File: src/rtl/clock_pkg.sv
// Shared clock-core display definitions: shifter states, default frame geometry, counter sizing.
package clock_pkg;

    localparam int DISPLAY_FRAME_BITS = 32;
    localparam int DISPLAY_CLK_DIV    = 4;

    typedef enum logic [2:0] {
        IDLE,
        LOW,
        HIGH,
        LATCH,
        DONE
    } shifter_state_t;

    // Counter width for a range of n values, never narrower than one bit.
    function automatic int cnt_width(input int n);
        return (n <= 2) ? 1 : $clog2(n);
    endfunction

endpackage

File: src/rtl/phase_timer.sv
// Loadable CLK_DIV-cycle down-counter; phase_end_o rises in the last cycle of a loaded phase.
// No flow control: the owner reloads on the same cycle it consumes phase_end_o.
module phase_timer
    import clock_pkg::*;
#(
    parameter int CLK_DIV = DISPLAY_CLK_DIV
) (
    input  logic clk,
    input  logic reset_n,
    input  logic load_i,
    output logic phase_end_o
);

    localparam int W = cnt_width(CLK_DIV);

    logic [W-1:0] cnt_q;
    logic [W-1:0] cnt_d;

    always_comb begin
        cnt_d = cnt_q;
        if (load_i) begin
            cnt_d = W'(CLK_DIV - 1);
        end else if (cnt_q != '0) begin
            cnt_d = cnt_q - W'(1);
        end
    end

    always_ff @(posedge clk or negedge reset_n) begin
        if (!reset_n) begin
            cnt_q <= '0;
        end else begin
            cnt_q <= cnt_d;
        end
    end

    // Held high once exhausted; only meaningful in the phases that reload it.
    assign phase_end_o = (cnt_q == '0);

endmodule

File: src/rtl/serial_display_shifter.sv
// Shifts one NUM_BITS frame MSB first onto serial_out/clk_out, then pulses latch_out; done after
// 2*CLK_DIV*NUM_BITS+CLK_DIV+1 cycles. start is ignored while busy or in the done cycle.
module serial_display_shifter
    import clock_pkg::*;
#(
    parameter int NUM_BITS = DISPLAY_FRAME_BITS,
    parameter int CLK_DIV  = DISPLAY_CLK_DIV
) (
    input  logic                clk,
    input  logic                reset_n,
    input  logic                start,
    input  logic [NUM_BITS-1:0] data_in,
    output logic                busy,
    output logic                done,
    output logic                serial_out,
    output logic                clk_out,
    output logic                latch_out
);

    localparam int BW = cnt_width(NUM_BITS);
    localparam logic [BW-1:0] LAST_BIT = BW'(NUM_BITS - 1);

    shifter_state_t      state_q;
    logic [NUM_BITS-1:0] shreg_q;
    logic [BW-1:0]       bit_cnt_q;
    logic                busy_q;
    logic                done_q;
    logic                clk_out_q;
    logic                latch_q;

    logic phase_end;
    logic timer_load;

    // Every LOW, HIGH and LATCH phase starts with a fresh CLK_DIV count.
    always_comb begin
        timer_load = ((state_q == IDLE) && start) ||
                     (((state_q == LOW) || (state_q == HIGH)) && phase_end);
    end

    phase_timer #(
        .CLK_DIV(CLK_DIV)
    ) u_phase_timer (
        .clk        (clk),
        .reset_n    (reset_n),
        .load_i     (timer_load),
        .phase_end_o(phase_end)
    );

    always_ff @(posedge clk or negedge reset_n) begin
        if (!reset_n) begin
            state_q   <= IDLE;
            shreg_q   <= '0;
            bit_cnt_q <= '0;
            busy_q    <= 1'b0;
            done_q    <= 1'b0;
            clk_out_q <= 1'b0;
            latch_q   <= 1'b0;
        end else begin
            case (state_q)
                IDLE: begin
                    if (start) begin
                        shreg_q   <= data_in;
                        bit_cnt_q <= '0;
                        busy_q    <= 1'b1;
                        state_q   <= LOW;
                    end
                end
                LOW: begin
                    if (phase_end) begin
                        clk_out_q <= 1'b1;
                        state_q   <= HIGH;
                    end
                end
                HIGH: begin
                    if (phase_end) begin
                        clk_out_q <= 1'b0;
                        if (bit_cnt_q == LAST_BIT) begin
                            latch_q <= 1'b1;
                            state_q <= LATCH;
                        end else begin
                            // Next bit lands on serial_out together with the falling clock.
                            shreg_q   <= shreg_q << 1;
                            bit_cnt_q <= bit_cnt_q + BW'(1);
                            state_q   <= LOW;
                        end
                    end
                end
                LATCH: begin
                    if (phase_end) begin
                        latch_q <= 1'b0;
                        busy_q  <= 1'b0;
                        done_q  <= 1'b1;
                        state_q <= DONE;
                    end
                end
                DONE: begin
                    done_q  <= 1'b0;
                    state_q <= IDLE;
                end
                default: begin
                    state_q <= IDLE;
                end
            endcase
        end
    end

    // The shift register MSB is the data pin, so it holds the last bit between frames.
    assign serial_out = shreg_q[NUM_BITS-1];
    assign busy       = busy_q;
    assign done       = done_q;
    assign clk_out    = clk_out_q;
    assign latch_out  = latch_q;

endmodule

File: config.mk
export PLATFORM = sky130hd
export DESIGN_NAME = serial_display_shifter
export DESIGN_NICKNAME = d
export VERILOG_FILES = /design/src/rtl/clock_pkg.sv /design/src/rtl/phase_timer.sv /design/src/rtl/serial_display_shifter.sv
export SDC_FILE = /design/constraint.sdc
export NUM_CORES = 1
export LEC_CHECK = 0
export CAP_MARGIN = 30
export CORE_UTILIZATION = 35
export DETAILED_ROUTE_END_ITERATION = 10
export PLACE_DENSITY = 0.65
export SYNTH_ARGS = -nofsm -noshare
export SYNTH_HDL_FRONTEND = slang
export SYNTH_SLANG_ARGS = --single-unit
File: constraint.sdc
create_clock -name clk -period 2.9 [get_ports clk]
set_input_delay 0.435 -clock clk [delete_from_list [all_inputs] [get_ports clk]]
set_output_delay 0.435 -clock clk [all_outputs]
set_load 0.02 [all_outputs]
* Yosys cells after proc, flatten, opt, wreduce, memory -nomap -nowiden
Cells that the tools add are included.
** Word-level totals
- Word-level logic and storage cells :: 65
- Flip-flop bits (word level) :: 46
- Input port bits :: 35
** Operators by class
- Reductions and logical operators :: 19
- Multiplexer cells :: 25
- $add $sub $neg :: 2
- Equal/unequal tests :: 11
** Operator list (number)
- 2-to-1 mux 32 bit :: 3
- one-hot mux 32 bit (2 select lines) :: 1
- 2-to-1 mux 5 bit :: 3
- nonzero test 2 bit :: 7
- 2-to-1 mux 3 bit :: 4
- one-hot mux 3 bit (4 select lines) :: 1
- AND reduction 4 bit :: 3
- != test 2 bit (second input constant) :: 5
- one-hot mux 5 bit (2 select lines) :: 1
- one-hot mux 1 bit (2 select lines) :: 4
- equality test 3 x 2 -> 1 bit (second input constant) :: 2
- 2-to-1 mux 2 bit :: 3
- AND reduction 3 bit :: 2
- adder 5 x 1 -> 5 bit (second input constant) :: 1
- equality test 5 bit (second input constant) :: 1
- 2-to-1 mux 1 bit :: 5
- equality test 3 x 1 -> 1 bit (second input constant) :: 1
- equality test 3 bit (second input constant) :: 1
- logical NOT 3 bit :: 1
- logical AND 1 bit :: 2
- logical NOT 2 bit :: 1
- logical OR 1 bit :: 2
- != test 2 x 1 -> 1 bit (second input constant) :: 1
- AND reduction 2 bit :: 1
- subtractor 2 x 1 -> 2 bit (second input constant) :: 1

* Longest topological paths before layout
- Depth in word-level cells :: 5
- Depth in mapped cells :: 7

* Modules after synthesis
From an unflattened synthesis, not the netlist that was laid out.
** Second synthesis, totals
- Cells, all modules :: 183
- Area, all modules :: 2401.1 µm²
** Modules (own cells, without submodules)
- serial_display_shifter :: times used 1, area an instance 2303.5 µm², cells an instance 174
- phase_timer :: times used 1, area an instance 97.6 µm², cells an instance 9

* Worst setup path after synthesis
No wires, ideal clock.
- Path type :: register to register
- Start :: register bit_cnt_q[0]
- End :: register shreg_q[10]
- Arrival :: 1979 ps
- Period minus slack after synthesis :: 2103 ps
- Setup slack :: 797 ps
- Cell stages (with the launch flop) :: 8
- Library setup time :: 125 ps
- Buffers on the path :: 1
- Path through :: dfrtp_1 ha_1 and3_1 ha_1 nand3b_2 a21boi_4 buf_4 mux2_2
** On the way
- Word-level cells in the longest chain between the ends :: 3
** Ends and longest elaborated chain
- start: declaration :: line serial_display_shifter.sv:25 : logic [BW-1:0] bit_cnt_q;
- start signal: assignment :: line serial_display_shifter.sv:83 : bit_cnt_q <= bit_cnt_q + BW'(1);
- equality test 5 bit :: line serial_display_shifter.sv:77 : if (bit_cnt_q == LAST_BIT) begin
- != test 2 bit (no source line)
- AND reduction 4 bit (no source line)
- end signal: assignment :: line serial_display_shifter.sv:62 : shreg_q <= data_in;
- end signal: assignment :: line serial_display_shifter.sv:82 : shreg_q <= shreg_q << 1;
- end: declaration :: line serial_display_shifter.sv:24 : logic [NUM_BITS-1:0] shreg_q;
Every way passes these cells.
A chain may end at the register's enable or synchronous reset.

* Worst setup path in the final report
- Start :: register bit_cnt_q[0]
- End :: register shreg_q[3]
Same word-level chain as after synthesis.

==> metrics.yaml <==
cts:
  clk_path_buf_depth: 2
  ctsResizeCount: 0
  clock-sinks: 46
  clk_pin_slew_ps: 90
  cts_tree: "done"
  cts_inserted_buffers: 5
  clk_latency_ps: 300
  cts_setup_buffers: 0
  htreeDepth: 2
  clockRootBuffer: "clkbuf_8"
  cts_hold_buf: 0
synth:
  yosysWarnings: 0
  synth_fa_ha_area_share_pct: 1.58
  ys_top_cells_by_area: "dfrtp_1 48%, mux2_2 28%, mux2_1 2.4%"
  syn_area_sq_um: 2370
  ys_seq_area_share_pct: 48.5
  ys_dominant_reg_cell: "dfrtp_1"
  syn_nets: 220
  yosysTopAreaCell: "dfrtp_1"
  synth_compound_area_share_pct: 6.16
  synth-simple-area-share_pct: 7.74
  synth.mux.area_fraction_pct: 30.7
  synth_top_area_share_pct: 48.5
  postSynthRegisterBits: 46
  synth.avg_cell_area_sq_um: 13.0
  synth-xor-area-share_pct: 0.369
  synth_cell_type_count: 36
  async_reset_ff_share_pct: 100
  syn-instance-count: 182
  synth-edff-count: 0
  synth_top_family_by_area: "multiplexers"
worst_hold_path:
  hold_path_class: "input pin to asynchronous set/reset pin"
worst_setup_path:
  cp.required_ps: 3090
  critPathKind: "register to register"
  worst_setup_path_start_kind: "register"
  cp_max_fo: 34
  end_kind: "register"
  critPathArrivalTime_ps: 2560
power:
  finalPower_mw: 2.52
  p_leak_nw: 1.22
  powerDensity_nw_per_um2: 862
  peakVddDrop_v: 0.000384
timing:
  setup_viol: 0
  min_period_ps: 2370
  worst_pin_slew_ps: 522
  rsz0062_at_grt: "false"
  period_share_pct: 81.8
  hold_viol_final: 0
  slew_headroom_pct: 65.2
  finalMaxSlewViolations: 0
  fin_tns_setup_ps: 0
  timing.fmax_mhz: 422
  finClkSkew_ps: 10.4
global_routing:
  grt.total_usage_pct: 12.7
  grt-ovfl-total: 0
  grt_first_pass_wirelength_mm: 7.05
  grt_pass1_vias: 1480
  antenna_found_initial: 0
  grt_max_degree: 35
floorplan:
  dieArea_sq_um: 7120
  ios: 40
  die_width_microns: 84.4
  die_y_microns: 84.4
  start_util_pct: 36.8
  num_rows: 29
  core_sq_um: 6460
detailed_routing:
  drt_iter0_markers: 74
  num_vias: 1495
  wl_per_cell_microns: 13.9
  wirelength_mm: 4.14
  drc: 6
  dr.pass1.iters: 7
  routed_via_density: 5.00
  ant_nets: 0
cells_and_area:
  layout.nets: 259
  area_delta_synth_final_pct: 23.0
  layout.cells.non_filler: 299
  drive_gt1_share_pct: 34.2
  multiInputGateArea_sq_um: 1110
  n_antenna_cell: 0
  seq_area_sq_um: 1150
  fin_util_pct: 45.2
  n_fill_cell: 621
run_status:
  violations: "DRC"
  status: "complete, but fails checks"
placed_design:
  dp_hpwl_mm: 2.82
  dp_cells: 291
  port_buffers: 39
  gp_congestion: 0.810
job:
  cap_violations: 0
layer usage:
metal  global-route usage (%)  wire (microns)
met5                        0               0
met4                     5.55              82
met3                     3.24             125
met2                     20.6            1940
met1                     16.2            2000
synthesized netlist by cell type (2+ instances only):
cell type and n:
mux2i_1 2, nand3_1 2, inv_1 9, and3_1 2, nand4_1 4, a21oi_1 3
buf_6 4, ha_1 3, dfrtp_1 46, mux2_2 58, nor2b_1 3, o21ai_0 11
nor2_1 2, nand2_1 3, mux2_1 5, buf_4 4, and3b_1 2
sequential cells by signal, summed over array words and instances, names as in the netlist:
signal and count:
latch_out 1, busy 1, done 1, bit_cnt_q 5, shreg_q 32, state_q 3, clk_out 1, u_phase_timer.cnt_q 2
through the flow:
step / hold slack [ps] / worst slack (ps) / instance area, sq um
2_1_floorplan: 139 / 797 / 2370
3_3_place_gp: 476 / 562 / 2790
3_5_place_dp: 442 / 517 / 2810
4_1_cts: 112 / 513 / 2920
5_1_grt: 128 / 370 / 2920
6_report: 109 / 529 / 2920
cells by family after synthesis:
| group | after synthesis |
|---|---|
| DFF | 46 |
| adders and majority gates | 3 |
| muxes | 65 |
| AOI/OAI and AO/OA | 21 |
| buffers and inverters | 19 |
| and+or+nand+nor | 27 |
| xor gates and xnor gates | 1 |
worst paths after layout:
path	startpoint	to	slack (ps)	cells after the start
worst max-delay path	bit_cnt_q[0]	shreg_q[3]	530	7
worst min register to register	u_phase_timer.cnt_q[1]	u_phase_timer.cnt_q[1]	490	2
min in group clk	u_phase_timer.cnt_q[1]	u_phase_timer.cnt_q[1]	490	2
worst max register to register	bit_cnt_q[0]	shreg_q[3]	530	7
worst min-delay path	reset_n	shreg_q[28]	110	1
max in group asynchronous	reset_n	shreg_q[3]	2280	2
critical path: stages, from the launching register on:
cell and delay [ps]:
dfrtp_1 400, ha_1 220, and3_1 190, ha_1 210, nand3b_2 280, a21boi_4 180
buf_4 390, mux2_2 380
area by class of cell:
cell class	count	share of cell area, %
clock buffer	5	2.36
clock inverter	3	1.50
inverter	9	1.16
multi-input combinational	117	37.9
sequential	46	39.4
tap	77	3.30
timing repair buffer	42	14.4
placed cells by master (no fill, tap or decap), types with 4 or more instances in the layout:
| master | instances |
|---|---|
| clkdlybuf4s50_1 | 38 |
| nand4_1 | 4 |
| o21ai_0 | 11 |
| dfrtp_1 | 46 |
| mux2_2 | 58 |
| clkbuf_8 | 5 |
| mux2_1 | 5 |
| inv_1 | 9 |
report_power, final:
| part | leakage (nW) | total [mW] | switching (mW) | internal (mW) |
|---|---|---|---|---|
| Sequential | 0.547 | 1.13 | 0.199 | 0.930 |
| Clock | 0.0585 | 0.478 | 0.220 | 0.258 |
| Combinational | 0.611 | 0.911 | 0.358 | 0.553 |
No activity file was read; power rests on OpenSTA's default activity.
